`src/rtl/split_n_buf.sv`:
```
// N-way conditional split: joins one L token with one C select token and routes the data
// into a per-output FIFO, so one stalled consumer only blocks traffic aimed at itself.
module split_n_buf #(
    parameter int WIDTH = 64,
    parameter int N     = 4,
    parameter int DEPTH = 2,
    localparam int SELW = $clog2(N),
    localparam int CW   = $clog2(DEPTH + 1)
) (
    input  logic               clk,
    input  logic               reset,
    input  logic [WIDTH-1:0]   L_data,
    input  logic               L_valid,
    output logic               L_ready,
    input  logic [SELW-1:0]    C_data,
    input  logic               C_valid,
    output logic               C_ready,
    output logic [N*WIDTH-1:0] O_data,
    output logic [N-1:0]       O_valid,
    input  logic [N-1:0]       O_ready,
    output logic               oob_err,
    output logic [N*CW-1:0]    occ
);

    localparam int PW = (DEPTH > 1) ? $clog2(DEPTH) : 1;
    localparam logic [CW-1:0] FULL = CW'(DEPTH);

    logic         fire;
    logic [N-1:0] pushEn;
    logic [N-1:0] popEn;
    logic         oob_q, oob_d;

    // A select with no matching output is still consumed; it just writes nothing.
    always_comb begin
        fire   = 1'b0;
        pushEn = '0;
        if (L_valid && C_valid && !reset) begin
            fire = 1'b1;
            for (int i = 0; i < N; i++) begin
                if (C_data == SELW'(i)) begin
                    fire      = (occ[i*CW +: CW] != FULL);
                    pushEn[i] = fire;
                end
            end
        end
    end

    assign L_ready = fire;
    assign C_ready = fire;
    assign oob_d   = fire && (pushEn == '0);
    assign oob_err = oob_q;

    always_ff @(posedge clk) begin
        if (reset) begin
            oob_q <= 1'b0;
        end else begin
            oob_q <= oob_d;
        end
    end

    for (genvar g = 0; g < N; g++) begin : gFifo
        logic [WIDTH-1:0] mem_q [DEPTH];
        logic [PW-1:0]    wrPtr_q, wrPtr_d;
        logic [PW-1:0]    rdPtr_q, rdPtr_d;
        logic [CW-1:0]    occ_q, occ_d;

        assign popEn[g] = (occ_q != '0) && O_ready[g];

        always_comb begin
            wrPtr_d = wrPtr_q;
            rdPtr_d = rdPtr_q;
            occ_d   = occ_q;
            if (pushEn[g]) begin
                wrPtr_d = (wrPtr_q == PW'(DEPTH - 1)) ? '0 : wrPtr_q + 1'b1;
            end
            if (popEn[g]) begin
                rdPtr_d = (rdPtr_q == PW'(DEPTH - 1)) ? '0 : rdPtr_q + 1'b1;
            end
            // Simultaneous push and pop leaves the occupancy unchanged.
            if (pushEn[g] && !popEn[g]) begin
                occ_d = occ_q + 1'b1;
            end else if (!pushEn[g] && popEn[g]) begin
                occ_d = occ_q - 1'b1;
            end
        end

        always_ff @(posedge clk) begin
            if (reset) begin
                wrPtr_q <= '0;
                rdPtr_q <= '0;
                occ_q   <= '0;
                for (int k = 0; k < DEPTH; k++) begin
                    mem_q[k] <= '0;
                end
            end else begin
                wrPtr_q <= wrPtr_d;
                rdPtr_q <= rdPtr_d;
                occ_q   <= occ_d;
                if (pushEn[g]) begin
                    mem_q[wrPtr_q] <= L_data;
                end
            end
        end

        assign O_data[g*WIDTH +: WIDTH] = mem_q[rdPtr_q];
        assign O_valid[g]               = (occ_q != '0);
        assign occ[g*CW +: CW]          = occ_q;
    end

endmodule
```
`config.mk`:
```
export PLATFORM = sky130hd
export DESIGN_NAME = split_n_buf
export DESIGN_NICKNAME = d
export VERILOG_FILES = /design/src/rtl/split_n_buf.sv
export SDC_FILE = /design/constraint.sdc
export NUM_CORES = 1
export LEC_CHECK = 0
export CAP_MARGIN = 15
export CORE_UTILIZATION = 59
export DETAILED_ROUTE_END_ITERATION = 6
export GPL_ROUTABILITY_DRIVEN = 0
export PLACE_DENSITY = 0.95
export SYNTH_ARGS = -nofsm -noshare
export SYNTH_HDL_FRONTEND = slang
export SYNTH_SLANG_ARGS = --single-unit
```
`constraint.sdc`:
```
create_clock -name clk -period 7.6 [get_ports clk]
set_clock_uncertainty 0.15 [all_clocks]
set_input_delay 1.52 -clock clk [delete_from_list [all_inputs] [get_ports clk]]
set_output_delay 1.52 -clock clk [all_outputs]
set_load 0.1 [all_outputs]
```
==> results.md, run 1 <==
* Hold Path Class: flop to flop
* Worst R2R Path Depth at 4
* Crit Path Class: primary input to output pin
* First-pass GRT wire length at about 83000 um
* Worst setup path startpoint: C_data[0]
* Asr flop ratio synth at 0
* Clk pin slew, worst setup/hold paths at 0.07 ns
* Setup-failing EPs final at 0
* Pwr dens at 319 nW/um^2
* Worst VDD drop at 0.397 mV
* Die H at 199 um
* Std cell rows at 71
* Vias/cell at between 5 and 6
* Static leakage at ~11 nW
* Place WS at 1.88 ns
* Layout cells sized above 1 at 0.199
* Post-Syn Area at 23000 um^2
* Root buffer cell: clkbuf_16
* CTS tree: done
* Combinational Power Share at 0.327
* RSZ-0062 raised after global routing: false
* Vias in the first global route at 13900
* Effective utilization at floorplan at 0.605
* CP Launch Type: primary input
* CTS Sinks at 533
* Worst Path Max Fanout at 15
* Clk buf depth at 3
* Total wire length at between 50000 and 60000 um
* Psw at 3.51 mW
* Via count at about 13000
* IO Port Bufs at around 340
* Clock H-tree levels at 2
* Syn Nets at 1557
* Reg power frac at 0.394
* Synth top area share at 0.668
* Die W at between 150 and 200 um
* Pins over their slew limit at 0
* # resized after CTS at 0
* YS warnings at 0
* Worst Setup EP: L_ready
* Most used cell, CP: clkdlybuf4s50_1
* Total power draw at 9.06 mW
* # Post-CTS Setup Buffers at 0
* CTS Buf Count at slightly above 50
* I/O pins at 345
* DRT Pass-1 Iters at 5
* Status: finished, final reports clean
* Crit path capture type: output pin
* Max incr delay on CP at ~1.1 ns
* Largest area contributor in the netlist: edfxtp_1
* Min Hold Slack at between 0.3 and 0.4 ns
* Global-route usage over all layers at 0.285
* Core area at 38000 um^2
* Worst-Skew Late Latency at 0.58 ns
* Post-synth EDFFs at 512
* Slowest cell on crit path: clkdlybuf4s50_1
* Ant diodes at 0
* Maximum clock rate at 0.173 GHz
* Syn_area_per_cell at 15.6 um^2
* Final Critical Period at 5.79 ns
* DRC Markers at 0
* Reg-to-reg startpoint: gFifo[3].occ_q[0]
* DRT iter0 DRCs at 940
* Hold buffer count at cts at 0
* Most area-consuming cells after synthesis: edfxtp_1 67%, and2_1 14%, mux2_2 13%, dfxtp_1 1.8%, clkbuf_1 0.69%
* Routed Antenna Nets at 0
* Final hold violation count at 0
* Clk pwr share at 0.279
* FF-to-FF setup slack at 4.53 ns
* Switching Share at 0.387
* Post-synth top flop: edfxtp_1
* Worst endpoint required time at 5.93 ns
* Total grt overflow at 0
* Internal Pwr Total at approximately 5.5 mW
* WP data arrival at 4.12 ns
* Number of max-cap violations at 0
* Largest net degree at the start of global routing at 67
* Nets at 1874
* Die area at 39800 um^2
* Fin worst setup slack at between 1.5 and 2 ns
* RR Endpoint: gFifo[3].mem_q[1][41]
* Register bit total from synthesis at 533
* Setup_tns at 0 ns
* Headroom to the max-slew limit at 0.261
* Crit-path cells: clkdlybuf4s50_1, a311oi_1, o211a_1, clkdlybuf4s50_1
* Library cells used by synthesis at 34
* WL per Instance at 24.0 um
* Worst Tran Pin Value at roughly 1.1 ns
* Hold Startpoint: gFifo[3].wrPtr_q
* Gate Count Post-Synth at between 1000 and 1500
* Antenna violations before repair at 0
* Part of the cycle the worst path needs at 0.761
* DPL Wire Length at 32600 um
* P&R area growth vs syn at 23.6%
* Post-synthesis sequential area ratio at 0.687
## worst min path at each step
stage | endpoint | slack, ns | cells past startpoint
2_1_floorplan | gFifo[2].wrPtr_q | 0.30 | 2
3_3_place_gp | gFifo[1].wrPtr_q | 0.33 | 2
3_5_place_dp | flop | 0.34 | 2
4_1_cts | gFifo[3].wrPtr_q | 0.35 | 2
5_1_grt | gFifo[1].rdPtr_q | 0.38 | 2
6_report | gFifo[3].wrPtr_q | 0.36 | 2
## registers in the layout, summed over array words and instances, names as in the netlist, named ones only
register and flops:
gFifo.mem_q 512, gFifo.occ_q 8, gFifo.rdPtr_q 4, gFifo.wrPtr_q 4, oob_err 1
## power by group through the flow
stage / clock network (mW) / logic (mW) / registers [mW]
5_1_grt: 2.64 / 3.02 / 3.60
2_1_floorplan: 0 / 2.35 / 3.54
6_report: 2.52 / 2.96 / 3.57
3_3_place_gp: 0 / 2.93 / 3.61
4_1_cts: 2.53 / 2.97 / 3.58
3_5_place_dp: 0 / 2.95 / 3.63
## placed cells by master (no fill, tap or decap), drive strengths merged, types with 3 or more instances in the layout
cell | synthesis | layout
a21oi | 4 | 4
and2 | 512 | 512
buf | 20 | 9
bufinv | 0 | 5
clkbuf | 69 | 64
clkdlybuf4s50 | 0 | 344
clkinv | 0 | 22
clkinvlp | 0 | 3
dfxtp | 21 | 21
edfxtp | 512 | 512
ha | 4 | 4
mux2 | 256 | 256
nand2 | 5 | 5
nor2 | 12 | 12
nor2b | 4 | 4
nor4b | 4 | 4
o21ai | 8 | 8
o21bai | 4 | 4
or2 | 12 | 12
or3 | 4 | 4
xor2 | 12 | 12
## routing by layer
metal  global-route usage  wire, um  part of all wire  vias to the layer above
li1                     -         -                 -                     5887
met3               0.0527      4480             0.079                      111
met4                0.106      1730             0.031                        0
met2                0.502     29200              0.52                      602
met1                0.350     21000              0.37                     6764
met5                    0         0                 0                        -
## cells by family after synthesis
logic type      synth area share
compound gates           0.00473
xor+xnor                 0.00457
fa+ha+maj                0.00218
buf+inv                   0.0191
flops                      0.687
mux                        0.126
other cells             0.000163
simple gates               0.157
## critical path: cells and delay by family
family,cells,cell delay (ns)
AO/OA/AOI/OAI,2,0.63
buffers and inverters,2,1.96
## area by class of cell
cell class                 count  area, um^2
fill                        2243        9590
tap                          511         639
clock buffer                  64        1370
clock inverter                30         280
timing repair buffer         353        3510
multi-input combinational    856        6820
sequential                   533       15800
inverter                       1        3.75
## stage by stage
stage / util / std cells / cell area (um^2)
4_1_cts: 0.748 / 2348 / 28400
6_report: 0.748 / 2348 / 28400
2_1_floorplan: - / 1479 / 23000
3_5_place_dp: 0.704 / 2254 / 26800
5_1_grt: 0.748 / 2348 / 28400
3_3_place_gp: 0.704 / 2254 / 26800
## Yosys cell counts, types with 2 or more instances
| cell | count |
|---|---|
| and2_1 | 512 |
| edfxtp_1 | 512 |
| mux2_2 | 256 |
| clkbuf_1 | 42 |
| clkbuf_2 | 27 |
| dfxtp_1 | 21 |
| nor2_1 | 12 |
| or2_2 | 12 |
| xor2_1 | 12 |
| buf_2 | 10 |
| o21ai_0 | 8 |
| buf_4 | 5 |
| buf_6 | 5 |
| nand2_1 | 5 |
| a21oi_1 | 4 |
| ha_1 | 4 |
| nor2b_1 | 4 |
| o21bai_1 | 4 |
| or3_1 | 4 |
| nor4b_2 | 3 |
| and4bb_1 | 2 |
| nor3_1 | 2 |
| nor3b_1 | 2 |
Power figures use the tool's default switching activity.
==> inputs of run 2 (changes only) <==
Settings changed: CORE_UTILIZATION 59 to 54, PLACE_DENSITY 0.95 to 0.9.
Clock period 7.6 ns to 5.9 ns, I/O delays scaled along.
==> results.md, run 2 (same netlist as run 1, synthesis figures left out) <==
* Status: finished, final reports clean
* Effective utilization at floorplan at 0.548
* Crit Path Class: flop to output pin
* CP Launch Type: flop
* Die H at 208 um
* Reg power frac at 0.397
* Worst VDD drop at between 0.4 and 0.5 mV
* Number of buffers and inverters on the critical path at 1
* Internal Pwr Total at 7.11 mW
* # resized after CTS at 0
* CTS Sinks at around 530
* Headroom to the max-slew limit at 0.257
* Static leakage at ~11 nW
* Maximum clock rate at 0.221 GHz
* Pins over their slew limit at 0
* IO Port Bufs at 344
* Setup-failing EPs final at 0
* Crit-path cells: mux2_2, clkdlybuf4s50_1
* Setup_tns at 0 ns
* WL per Instance at 22.3 um
* Max FFs per register at ~510
* Worst Tran Pin Value at 1.11 ns
* Final Critical Period at between 4 and 5 ns
* Core area at 41900 um^2
* Total grt overflow at 0
* DPL Wire Length at 31600 um
* Crit path capture type: output pin
* Total wire length at 53000 um
* Clk buf depth at 3
* Delay-heaviest family, CP: buffers and inverters
* Largest Register: gFifo.mem_q
* Worst endpoint required time at roughly 4.6 ns
* Global-route usage over all layers at 0.244
* Combinational Power Share at 0.328
* Final non-filler cell area at 28400 um^2
* DRT iter0 DRCs at 890
* Part of the cycle the worst path needs at 0.766
* Worst Path Max Fanout at 64
* Routed Antenna Nets at 0
* Pwr dens at 407 nW/um^2
* Via count at 13100
* CTS tree: done
* Die W at 208 um
* Antenna violations before repair at 0
* Clk pwr share at 0.275
* RSZ-0062 raised after global routing: false
* Max incr delay on CP at 1.14 ns
* Largest net degree at the start of global routing at 66
* WP data arrival at about 3.2 ns
* Ant diodes at 0
* I/O pins at between 300 and 400
* Root buffer cell: clkbuf_16
* Slowest cell on crit path: clkdlybuf4s50_1
* Die area at between 40000 and 50000 um^2
* # Post-CTS Setup Buffers at 0
* CTS Buf Count at 52
* Vias in the first global route at 13500
* Hold buffer count at cts at 0
* Vias/cell at around 5.5
* P&R area growth vs syn at 23.6%
* Hold Path Class: flop to flop
* Std cell rows at between 70 and 80
* Clk pin slew, worst setup/hold paths at 0.06 ns
* Final hold violation count at 0
* DRT Pass-1 Iters at 5
* Place WS at between 1 and 1.5 ns
* Psw at 4.47 mW
* Final Util at 0.678
* Commonest cells after routing, fill and taps aside: 512 x and2_1, 512 x edfxtp_1, 342 x clkdlybuf4s50_1
* DRC Markers at 0
* Largest registers: gFifo.mem_q: 512 flops, gFifo.occ_q: 8 flops
* Number of max-cap violations at 0
* Clock H-tree levels at 2
* Placed cell area at 26800 um^2
* Fin worst setup slack at between 1 and 1.5 ns
* Switching Share at 0.386
* Worst-Skew Late Latency at 0.58 ns
* Layout cells sized above 1 at 0.198
* First-pass GRT wire length at ~80000 um
* Nets at 1874
run 2: worst reg2reg max path, delay by kind of cell, from the launching register on:
kind,cells,cell delay [ns]
DFF,1,0.46
and+or+nand+nor,3,1.36
run 2: through the flow:
step           power (mW)  hold WS (ns)  cells
2_1_floorplan        7.58         0.301   1479
3_3_place_gp         8.43         0.334   2281
3_5_place_dp         8.46         0.337   2281
4_1_cts              11.6         0.357   2375
5_1_grt              11.8         0.391   2375
6_report             11.6         0.363   2375
run 2: metal layers:
layer / up-vias / routed length, um / global-route usage / share of wire
met3: 71 / 3460 / 0.0451 / 0.065
met5: - / 0 / 0 / 0
met1: 6662 / 21500 / 0.320 / 0.41
li1: 5887 / - / - / -
met4: 0 / 1000 / 0.0669 / 0.019
met2: 482 / 27000 / 0.416 / 0.51
run 2: power by group through the flow:
stage / Sequential (mW) / Combinational [mW] / Clock [mW]
final: 4.59 / 3.80 / 3.18
after detailed placement: 4.67 / 3.79 / 0
after floorplan: 4.55 / 3.02 / 0
after global routing: 4.63 / 3.87 / 3.34
after CTS: 4.60 / 3.81 / 3.21
after global placement: 4.65 / 3.77 / 0
run 2: final cells by class:
class / count / area [um^2]
sequential: 533 / 15800
fill: 2718 / 13500
inverter: 1 / 3.75
tap: 539 / 674
multi-input combinational: 856 / 6820
clock inverter: 23 / 184
timing repair buffer: 352 / 3500
clock buffer: 71 / 1430
run 2: final timing paths:
kind	slack [ns]	end	depth (start not counted)	start
min	0.36	flop	2	gFifo[2].rdPtr_q
max reg2reg	3.50	gFifo[3].mem_q[0][25]	3	gFifo[3].occ_q[0]
max	1.38	O_data[194]	2	flop
min reg2reg	0.36	flop	2	gFifo[2].rdPtr_q
==> inputs of run 3 (changes only) <==
Settings changed: CORE_UTILIZATION 54 to 49, PLACE_DENSITY 0.9 to 0.86.
Clock period 5.9 ns to 3.6 ns, I/O delays scaled along.
==> results.md, run 3 (same netlist as run 1, synthesis figures left out) <==
* Worst endpoint required time at around 2.7 ns
* DRT Pass-1 Iters at 5
* Area occupied by multi-input gates at 6830 um^2
* WP data arrival at 2.25 ns
* # Post-CTS Setup Buffers at 0
* RSZ-0062 raised after global routing: false
* IO Port Bufs at between 300 and 400
* DPL Wire Length at approximately 34000 um
* Max FFs per register at 512
* CTS Sinks at around 530
* Worst-Skew Late Latency at 0.59 ns
* Vias in the first global route at 13400
* Hold buffer count at cts at 0
* Sequential cell area at 15800 um^2
* Internal Pwr Total at 11.8 mW
* Maximum clock rate at 0.320 GHz
* Root buffer cell: clkbuf_16
* DRT iter0 DRCs at 1102
* Via count at 13200
* Reg power frac at 0.383
* WL per Instance at 22.3 um
* Fin worst setup slack at 0.479 ns
* # resized after CTS at 0
* Antenna violations before repair at 2
* Non-filler instance count after layout at 2468
* Status: finished, final reports clean
* Worst VDD drop at 0.809 mV
* P&R area growth vs syn at 23.5%
* Combinational Power Share at 0.330
* Core area at 46500 um^2
* Hold Path Class: flop to flop
* Die area at 47800 um^2
* Total grt overflow at 0
* I/O pins at 345
* Global-route usage over all layers at 0.230
* Vias/cell at around 5.3
* Post-Place Cells at 2373
* Routed Antenna Nets at 0
* Clk pwr share at 0.287
* Final Critical Period at 3.12 ns
* Switching Share at 0.387
* Clk buf depth at 3
* Largest net degree at the start of global routing at 66
* CP Launch Type: flop
* Static leakage at between 10 and 15 nW
* Commonest cells after routing, fill and taps aside: 512 x and2_1, 512 x edfxtp_1, 281 x buf_4
* Crit path capture type: output pin
* Effective utilization at floorplan at 0.495
* Nets at approximately 1900
* Die H at 219 um
* Largest registers: gFifo.mem_q: 512 flops, gFifo.occ_q: 8 flops
* Pins over their slew limit at 0
* Die W at 219 um
* Layout cells sized above 1 at 0.357
* CTS tree: done
* Clock H-tree levels at 2
* Setup-failing EPs final at 0
* Pwr dens at 675 nW/um^2
* Crit Path Class: flop to output pin
* Place WS at 0.457 ns
* Worst Tran Pin Value at 0.965 ns
* Worst Path Max Fanout at 36
* Setup_tns at 0 ns
* Largest Register: gFifo.mem_q
* Headroom to the max-slew limit at 0.355
* Total wire length at ~55000 um
* Number of max-cap violations at 0
* Psw at roughly 7.4 mW
* First-pass GRT wire length at 81600 um
* Clk pin slew, worst setup/hold paths at 0.06 ns
* Part of the cycle the worst path needs at 0.867
* CTS Buf Count at 53
* Final hold violation count at 0
* DRC Markers at 0
* Filler cells at 3367
* Std cell rows at 79
-- run 3: critical path: stages, from the launching register on --
cell and delay [ns]:
dfxtp_4 0.66, buf_12 0.29, mux2_2 0.41, buf_4 0.24
-- run 3: final timing paths --
path	from	to	slack, ns	cells after the start
min	gFifo[1].wrPtr_q	gFifo[1].wrPtr_q	0.36	2
min reg2reg	gFifo[1].wrPtr_q	gFifo[1].wrPtr_q	0.36	2
max reg2reg	gFifo[0].occ_q[1]	gFifo[0].occ_q[1]	1.38	5
max	flop	O_data[125]	0.48	3
-- run 3: area by class of cell --
class	count	share of cell area
clock buffer	67	0.0511
sequential	533	0.557
timing repair buffer	376	0.115
clock inverter	27	0.00991
multi-input combinational	856	0.240
inverter	1	0.000132
antenna	1	0.0000881
tap	607	0.0267
-- run 3: per-stage QoR --
| stage | utilization | hold slack [ns] | instance area, um^2 | total power, mW |
|---|---|---|---|---|
| 2_1_floorplan | - | 0.301 | 23000 | 12.4 |
| 3_3_place_gp | 0.574 | 0.335 | 26700 | 13.8 |
| 3_5_place_dp | 0.574 | 0.341 | 26700 | 13.8 |
| 4_1_cts | 0.611 | 0.357 | 28400 | 19.3 |
| 5_1_grt | 0.611 | 0.383 | 28400 | 19.7 |
| 6_report | 0.611 | 0.358 | 28400 | 19.2 |
-- run 3: power by group through the flow --
stage | Sequential (mW) | Combinational [mW] | Clock [mW]
CTS | 7.35 | 6.36 | 5.56
global route | 7.39 | 6.47 | 5.81
finish | 7.35 | 6.33 | 5.51
detailed placement | 7.49 | 6.34 | 0
global placement | 7.46 | 6.31 | 0
floorplan | 7.46 | 4.96 | 0
-- run 3: routing by layer --
| metal | share of wire | track usage | routed length (um) | up-vias |
|---|---|---|---|---|
| li1 | - | - | - | 5933 |
| met1 | 0.42 | 0.308 | 23100 | 6655 |
| met2 | 0.49 | 0.378 | 27000 | 509 |
| met3 | 0.071 | 0.0461 | 3900 | 75 |
| met4 | 0.020 | 0.0655 | 1090 | 0 |
| met5 | 0 | 0 | 0 | - |
